[config.mk]
export PLATFORM = sky130hd
export DESIGN_NAME = ram_rd_streamer
export DESIGN_NICKNAME = d
export VERILOG_FILES = /design/src/rtl/ram_rd_streamer_pkg.sv /design/src/rtl/ram_rd_fifo.sv /design/src/rtl/ram_rd_streamer.sv
export SDC_FILE = /design/constraint.sdc
export NUM_CORES = 1
export LEC_CHECK = 0
export BUFFER_PORTS_ARGS = -buffer_cell sky130_fd_sc_hd__buf_2
export CORE_MARGIN = 2
export CORE_UTILIZATION = 60
export DETAILED_ROUTE_END_ITERATION = 10
export PLACE_DENSITY_LB_ADDON = 0.05
export SETUP_SLACK_MARGIN = 0.3
export SYNTH_ARGS = -nofsm -noshare
export SYNTH_HDL_FRONTEND = slang
export SYNTH_SLANG_ARGS = --single-unit
[constraint.sdc]
create_clock -name clk -period 5.9 [get_ports clk]
set_clock_uncertainty 0.05 [all_clocks]
set_input_delay 0.295 -clock clk [delete_from_list [all_inputs] [get_ports clk]]
set_output_delay 0.295 -clock clk [all_outputs]
set_load 0.02 [all_outputs]
[src/rtl/ram_rd_streamer_pkg.sv]
// Shared types and defaults for the RAM read streamer.
package ram_rd_streamer_pkg;

    localparam int unsigned DEF_ADDR_W = 12;
    localparam int unsigned DEF_DATA_W = 64;
    localparam int unsigned CNT_W      = DEF_ADDR_W + 1;

    typedef enum logic [1:0] {
        IDLE  = 2'd0,
        ISSUE = 2'd1,
        DRAIN = 2'd2,
        FIN   = 2'd3
    } state_e;

endpackage

[src/rtl/ram_rd_fifo.sv]
// Show-ahead FIFO: pop_data always presents the oldest entry.
// A push into a full FIFO is accepted only when a pop happens on the same edge.
module ram_rd_fifo #(
    parameter int unsigned DATA_W     = 64,
    parameter int unsigned FIFO_DEPTH = 4
) (
    input  logic                               clk,
    input  logic                               resetn,
    input  logic                               push,
    input  logic [DATA_W-1:0]                  push_data,
    input  logic                               pop,
    output logic [DATA_W-1:0]                  pop_data,
    output logic [$clog2(FIFO_DEPTH+1)-1:0]    count,
    output logic                               full,
    output logic                               empty
);

    localparam int unsigned PTR_W = $clog2(FIFO_DEPTH);
    localparam int unsigned OCC_W = $clog2(FIFO_DEPTH + 1);

    logic [DATA_W-1:0] mem_q [FIFO_DEPTH];
    logic [DATA_W-1:0] mem_d [FIFO_DEPTH];
    logic [PTR_W-1:0]  wr_ptr_q, wr_ptr_d;
    logic [PTR_W-1:0]  rd_ptr_q, rd_ptr_d;
    logic [OCC_W-1:0]  count_q, count_d;
    logic              do_push;
    logic              do_pop;

    assign empty    = (count_q == '0);
    assign full     = (count_q == OCC_W'(FIFO_DEPTH));
    assign count    = count_q;
    assign pop_data = mem_q[rd_ptr_q];

    // Pointer, occupancy and storage updates for this edge
    always_comb begin
        do_pop   = pop && !empty;
        do_push  = push && (!full || do_pop);
        mem_d    = mem_q;
        if (do_push) begin
            mem_d[wr_ptr_q] = push_data;
        end
        wr_ptr_d = wr_ptr_q + PTR_W'(do_push);
        rd_ptr_d = rd_ptr_q + PTR_W'(do_pop);
        count_d  = count_q + OCC_W'(do_push) - OCC_W'(do_pop);
    end

    // FIFO state registers
    always_ff @(posedge clk or negedge resetn) begin
        if (!resetn) begin
            mem_q    <= '{default: '0};
            wr_ptr_q <= '0;
            rd_ptr_q <= '0;
            count_q  <= '0;
        end else begin
            mem_q    <= mem_d;
            wr_ptr_q <= wr_ptr_d;
            rd_ptr_q <= rd_ptr_d;
            count_q  <= count_d;
        end
    end

endmodule

[src/rtl/ram_rd_streamer.sv]
// Burst read initiator for the dual_port_ram read port, streaming beats on
// a valid/ready interface. Reads are only issued while buffer credit exists,
// so every in-flight RAM word always has a FIFO slot waiting for it.
// Optional feature macro: RAM_RD_STREAMER_LAST_EN adds the m_last output.
module ram_rd_streamer
    import ram_rd_streamer_pkg::*;
#(
    parameter int unsigned ADDR_W     = DEF_ADDR_W,
    parameter int unsigned DATA_W     = DEF_DATA_W,
    parameter int unsigned RD_LAT     = 1,
    parameter int unsigned FIFO_DEPTH = 4
) (
    input  logic              clk,
    input  logic              resetn,
    input  logic              start,
    input  logic [ADDR_W-1:0] base_addr,
    input  logic [ADDR_W:0]   length,
    output logic              busy,
    output logic              done,
    output logic              rd,
    output logic [ADDR_W-1:0] rd_add,
    input  logic [DATA_W-1:0] out,
    output logic [DATA_W-1:0] m_data,
    output logic              m_valid,
    input  logic              m_ready
`ifdef RAM_RD_STREAMER_LAST_EN
    ,
    output logic              m_last
`endif
);

    localparam int unsigned LEN_W = ADDR_W + 1;
    localparam int unsigned OCC_W = $clog2(FIFO_DEPTH + 1);
    localparam int unsigned CRD_W = OCC_W + 1;

    state_e            state_q, state_d;
    logic [ADDR_W-1:0] addr_q, addr_d;
    logic [LEN_W-1:0]  remain_q, remain_d;
    logic              rd_q, rd_d;
    logic [ADDR_W-1:0] rd_add_q, rd_add_d;
    logic [RD_LAT-1:0] vld_sr_q, vld_sr_d;
    logic [OCC_W-1:0]  inflight_q, inflight_d;
`ifdef RAM_RD_STREAMER_LAST_EN
    logic [LEN_W-1:0]  left_q, left_d;
`endif

    logic              issue;
    logic              credit_ok;
    logic              push;
    logic              pop;
    logic              drain_done;
    logic [OCC_W-1:0]  fifo_count;
    logic              fifo_full;
    logic              fifo_empty;

    assign push      = vld_sr_q[RD_LAT-1];
    assign pop       = !fifo_empty && m_ready;
    assign m_valid   = !fifo_empty;
    assign rd        = rd_q;
    assign rd_add    = rd_add_q;
    assign credit_ok = (CRD_W'(fifo_count) + CRD_W'(inflight_q)) < CRD_W'(FIFO_DEPTH);
    assign issue     = (state_q == ISSUE) && (remain_q != '0) && credit_ok;

    // Leave DRAIN on the edge that pops the last buffered beat so done
    // appears in the very next cycle.
    assign drain_done = (inflight_q == '0) &&
                        (fifo_empty || ((fifo_count == OCC_W'(1)) && pop));

`ifdef RAM_RD_STREAMER_LAST_EN
    assign m_last = !fifo_empty && (left_q == LEN_W'(1));
`endif

    ram_rd_fifo #(
        .DATA_W     (DATA_W),
        .FIFO_DEPTH (FIFO_DEPTH)
    ) u_fifo (
        .clk       (clk),
        .resetn    (resetn),
        .push      (push),
        .push_data (out),
        .pop       (pop),
        .pop_data  (m_data),
        .count     (fifo_count),
        .full      (fifo_full),
        .empty     (fifo_empty)
    );

    // State register
    always_ff @(posedge clk or negedge resetn) begin
        if (!resetn) begin
            state_q <= IDLE;
        end else begin
            state_q <= state_d;
        end
    end

    // Next-state decode
    always_comb begin
        state_d = state_q;
        unique case (state_q)
            IDLE: begin
                if (start) begin
                    state_d = (length == '0) ? FIN : ISSUE;
                end
            end
            ISSUE: begin
                if (remain_q == '0) begin
                    state_d = DRAIN;
                end
            end
            DRAIN: begin
                if (drain_done) begin
                    state_d = FIN;
                end
            end
            FIN: begin
                state_d = IDLE;
            end
            default: state_d = IDLE;
        endcase
    end

    // State-derived outputs
    always_comb begin
        busy = (state_q == ISSUE) || (state_q == DRAIN);
        done = (state_q == FIN);
    end

    // Read issue, address/count bookkeeping and in-flight tracking
    always_comb begin
        addr_d   = addr_q;
        remain_d = remain_q;
        rd_d     = issue;
        rd_add_d = rd_add_q;
        if ((state_q == IDLE) && start) begin
            addr_d   = base_addr;
            remain_d = length;
        end else if (issue) begin
            addr_d   = addr_q + 1'b1;
            remain_d = remain_q - 1'b1;
            rd_add_d = addr_q;
        end

        vld_sr_d    = vld_sr_q;
        vld_sr_d[0] = rd_q;
        for (int unsigned i = 1; i < RD_LAT; i++) begin
            vld_sr_d[i] = vld_sr_q[i-1];
        end

        inflight_d = inflight_q + OCC_W'(issue) - OCC_W'(push);
    end

`ifdef RAM_RD_STREAMER_LAST_EN
    // Beats still to be delivered, used to flag the final beat
    always_comb begin
        left_d = left_q;
        if ((state_q == IDLE) && start) begin
            left_d = length;
        end else if (pop && (left_q != '0)) begin
            left_d = left_q - 1'b1;
        end
    end
`endif

    // Datapath registers
    always_ff @(posedge clk or negedge resetn) begin
        if (!resetn) begin
            addr_q     <= '0;
            remain_q   <= '0;
            rd_q       <= 1'b0;
            rd_add_q   <= '0;
            vld_sr_q   <= '0;
            inflight_q <= '0;
`ifdef RAM_RD_STREAMER_LAST_EN
            left_q     <= '0;
`endif
        end else begin
            addr_q     <= addr_d;
            remain_q   <= remain_d;
            rd_q       <= rd_d;
            rd_add_q   <= rd_add_d;
            vld_sr_q   <= vld_sr_d;
            inflight_q <= inflight_d;
`ifdef RAM_RD_STREAMER_LAST_EN
            left_q     <= left_d;
`endif
        end
    end

    // A capture must never arrive at a full FIFO unless a pop frees a slot
    always_ff @(posedge clk) begin
        if (resetn) begin
            assert (!(push && fifo_full && !pop));
        end
    end

endmodule

==> impl_metrics.py <==
metrics = {
    "worst_hold_path": {
        "min-delay-start": "base_addr[3]",
        "min_path_cells": 3,
        "hold_path.class": "input port to flip-flop",
    },
    "worst_setup_path": {
        "startpoint": "u_fifo.rd_ptr_q[0]$_DFF_PN0_",
        "crit_family": "buffers and inverters",
        "cp.depth": 3,
        "crit_path_max_incr_delay_ps": 850,
        "slowest_stage": "dfrtp_4",
        "critPathMaxFanout": 34,
        "worst_setup_path_end_kind": "output pin",
        "r2r-start": "u_fifo.count[2]$_DFF_PN0_",
        "critPathCapture": "m_data[21]",
        "start_kind": "flip-flop",
        "timing.rr.end": "inflight_q[2]$_DFF_PN0_",
        "crit_type": "flip-flop to output pin",
        "worst_ep_required_time_ps": 5560,
        "crit_chain": "buf_4 -> mux4_2 -> buf_2",
        "r2r_slack_ps": 2960,
        "worstRegToRegCells": 9,
        "cp.buffers_inverters": 2,
        "cp.arrival_ps": 2870,
    },
    "run_status": {
        "run_status": "finished, final reports clean",
    },
    "pwr": {
        "power.density_nw_per_um2": 608,
        "leakage_nw": 7.09,
        "ir_worst_vdd_v": 0.000396,
    },
    "sta": {
        "setup_violations": 0,
        "timing.fmax_ghz": 0.311,
        "relSlewSlack_pct": 34.3,
        "tightest_slew_ps": 986,
        "rsz0062_at_grt": "false",
        "drv_slew": 0,
        "finalCriticalPeriod_ps": 3220,
        "fin_tns_setup_ps": 0,
        "hold_violations": 0,
        "post-route-period-util_pct": 54.5,
    },
    "detailed_routing": {
        "wl_per_cell_um": 20.0,
        "dr.first_iter.drc_count": 434,
        "drt_wl_total_um": 27700,
        "vias": 8280,
        "drt_drc_violations_left": 0,
        "viasPerCell": 5.98,
        "drt-pass1-iter-count": 7,
        "ant_nets": 0,
    },
    "global_route": {
        "antenna_found_initial": 3,
        "grt_pass1_vias": 8718,
        "gr-usage-all-layers_pct": 23.9,
        "grt_max_degree": 151,
        "grt_pass1_wl_um": 45900,
        "grt_overflow_total": 0,
    },
    "die": {
        "die_height_um": 155,
        "rows": 55,
        "initial_utilization_pct": 61.0,
        "core_area_um2": 22600,
        "ios": 173,
        "die_w_um": 155,
        "die_area_um2": 24200,
    },
    "synth": {
        "synth.most_common_cell": "dfrtp_1",
        "synth_nets": 1004,
        "yosys_warnings": 0,
        "synth_cell_types": 46,
        "syn_inst": 894,
        "synth.avg_cell_area_um2": 15.4,
        "netlist_area_um2": 13800,
        "seq_area_frac_synth_pct": 55.8,
        "ys.flop_type": "dfrtp_1",
        "synth_area_leaders": "dfrtp_1 56%, mux2_2 22%, mux4_2 10%",
        "ys_ff_latch": 307,
        "async_flop_share_pct": 100,
        "synth_top_area_share_pct": 55.8,
        "yosys-top-cells-count": "307 x dfrtp_1, 268 x mux2_2, 64 x mux4_2",
        "yosysTopAreaCell": "dfrtp_1",
        "synth_edf_count": 0,
    },
    "clock_network": {
        "cts_root_buffer": "clkbuf_16",
        "cts_max_level": 2,
        "clock_latency_ps": 500,
        "cts_tree": "built",
        "clk_pin_slew_ps": 60,
        "cts_buffer_depth": 3,
        "cts.sinks": 307,
        "cts_buffers": 34,
        "cts_setup_buffers": 0,
    },
    "place": {
        "io_buffer_count": 172,
        "dp_hpwl_um": 16700,
        "gp_congestion": 0.766,
    },
    "final_layout": {
        "drive_above_1_share_pct": 52.9,
        "fin_nets": 1179,
        "postLayoutCoreUtil_pct": 71.3,
        "area_growth_pct": 16.9,
    },
    "job": {
        "max_cap_violations": 0,
    },
}
-- cell usage in the layout, fill, tap and decap left out, drive strengths merged, types with 12 or more instances in the layout --
cell type,n
clkbuf,54
nor2,26
or4,16
mux4,64
mux2,268
ha,15
a31oi,23
buf,184
nand3,12
inv,18
dfrtp,307
-- how the worst min path moves through the flow --
stage                     slack, ps                      endpoint
after floorplan                 -50         addr_q[0]$_DFFE_PN0P_
after global placement          310                push$_DFF_PN0_
after detailed placement        310                push$_DFF_PN0_
after CTS                      0.02         addr_q[4]$_DFFE_PN0P_
after global routing             10  u_fifo.mem_q[66]$_DFFE_PN0P_
final                            20         addr_q[3]$_DFFE_PN0P_
-- cell families (layout without fill, tap and decap cells) --
| family | Yosys count | in the layout | synth area share [%] |
|---|---|---|---|
| mux | 334 | 334 | 32.5 |
| flops | 307 | 307 | 55.8 |
| simple gates | 108 | 108 | 4.70 |
| buf+inv | 69 | 270 | 2.23 |
| compound gates | 53 | 53 | 2.67 |
| fa+ha+maj | 17 | 17 | 1.65 |
| xor+xnor | 6 | 6 | 0.382 |
| other cells | 0 | 5 | 0 |
-- power breakdown --
part,internal [mW],switching (mW)
clock,1.30,0.816
sequential,3.11,0.637
combinational,2.09,1.82
total,6.51,3.27
-- worst min-delay path, stage by stage --
cell and delay [ps]:
buf_2 100, nor2_1 90, a31oi_1 50
-- sequential cells by signal, summed over array words and instances (netlist names) --
register and flops:
inflight_q 3, rd_add 12, remain_q 13, u_fifo.mem_q 256, u_fifo.wr_ptr_q 2, rd 1, u_fifo.rd_ptr_q 2, push 1
addr_q 12, u_fifo.count 3, state_q 2
-- routing by layer --
| metal | vias up | GRT usage, % | part of all wire [%] |
|---|---|---|---|
| met2 | 201 | 37.9 | 48 |
| met3 | 34 | 4.96 | 5.1 |
| met1 | 4310 | 34.5 | 45 |
| met4 | 0 | 5.77 | 1.5 |
| met5 | - | 0 | 0 |
| li1 | 3735 | - | - |
-- area by class of cell --
class	instances	area (um2)
Multi-Input combinational cell	518	5790
Inverter	17	63.8
Fill cell	1544	6480
Antenna cell	5	12.5
Clock buffer	54	1040
Timing Repair Buffer	191	1040
Clock inverter	8	98.8
Tap cell	285	357
Sequential cell	307	7690
-- per-stage QoR --
stage                     instances  setup WS, ps  total power [mW]  hold slack, ps  area [um2]
after floorplan                 894          3230              6.63           -50.6       13800
after CTS                      1380          2550              9.89          0.0153       16100
after global routing           1381          2430              10.3            11.0       16100
final                          1385          2680              9.78            19.1       16100
after detailed placement       1311          2960              7.71             314       14900
after global placement         1311          3000              7.59             308       14900
-- what timing repair did --
| item | 4_1_cts | 5_1_grt |
|---|---|---|
| hold endpoints to repair | 105 | 0 |
| resized for setup | 0 | 0 |
| hold buffers | 7 | 0 |
No activity file was read; power rests on OpenSTA's default activity.
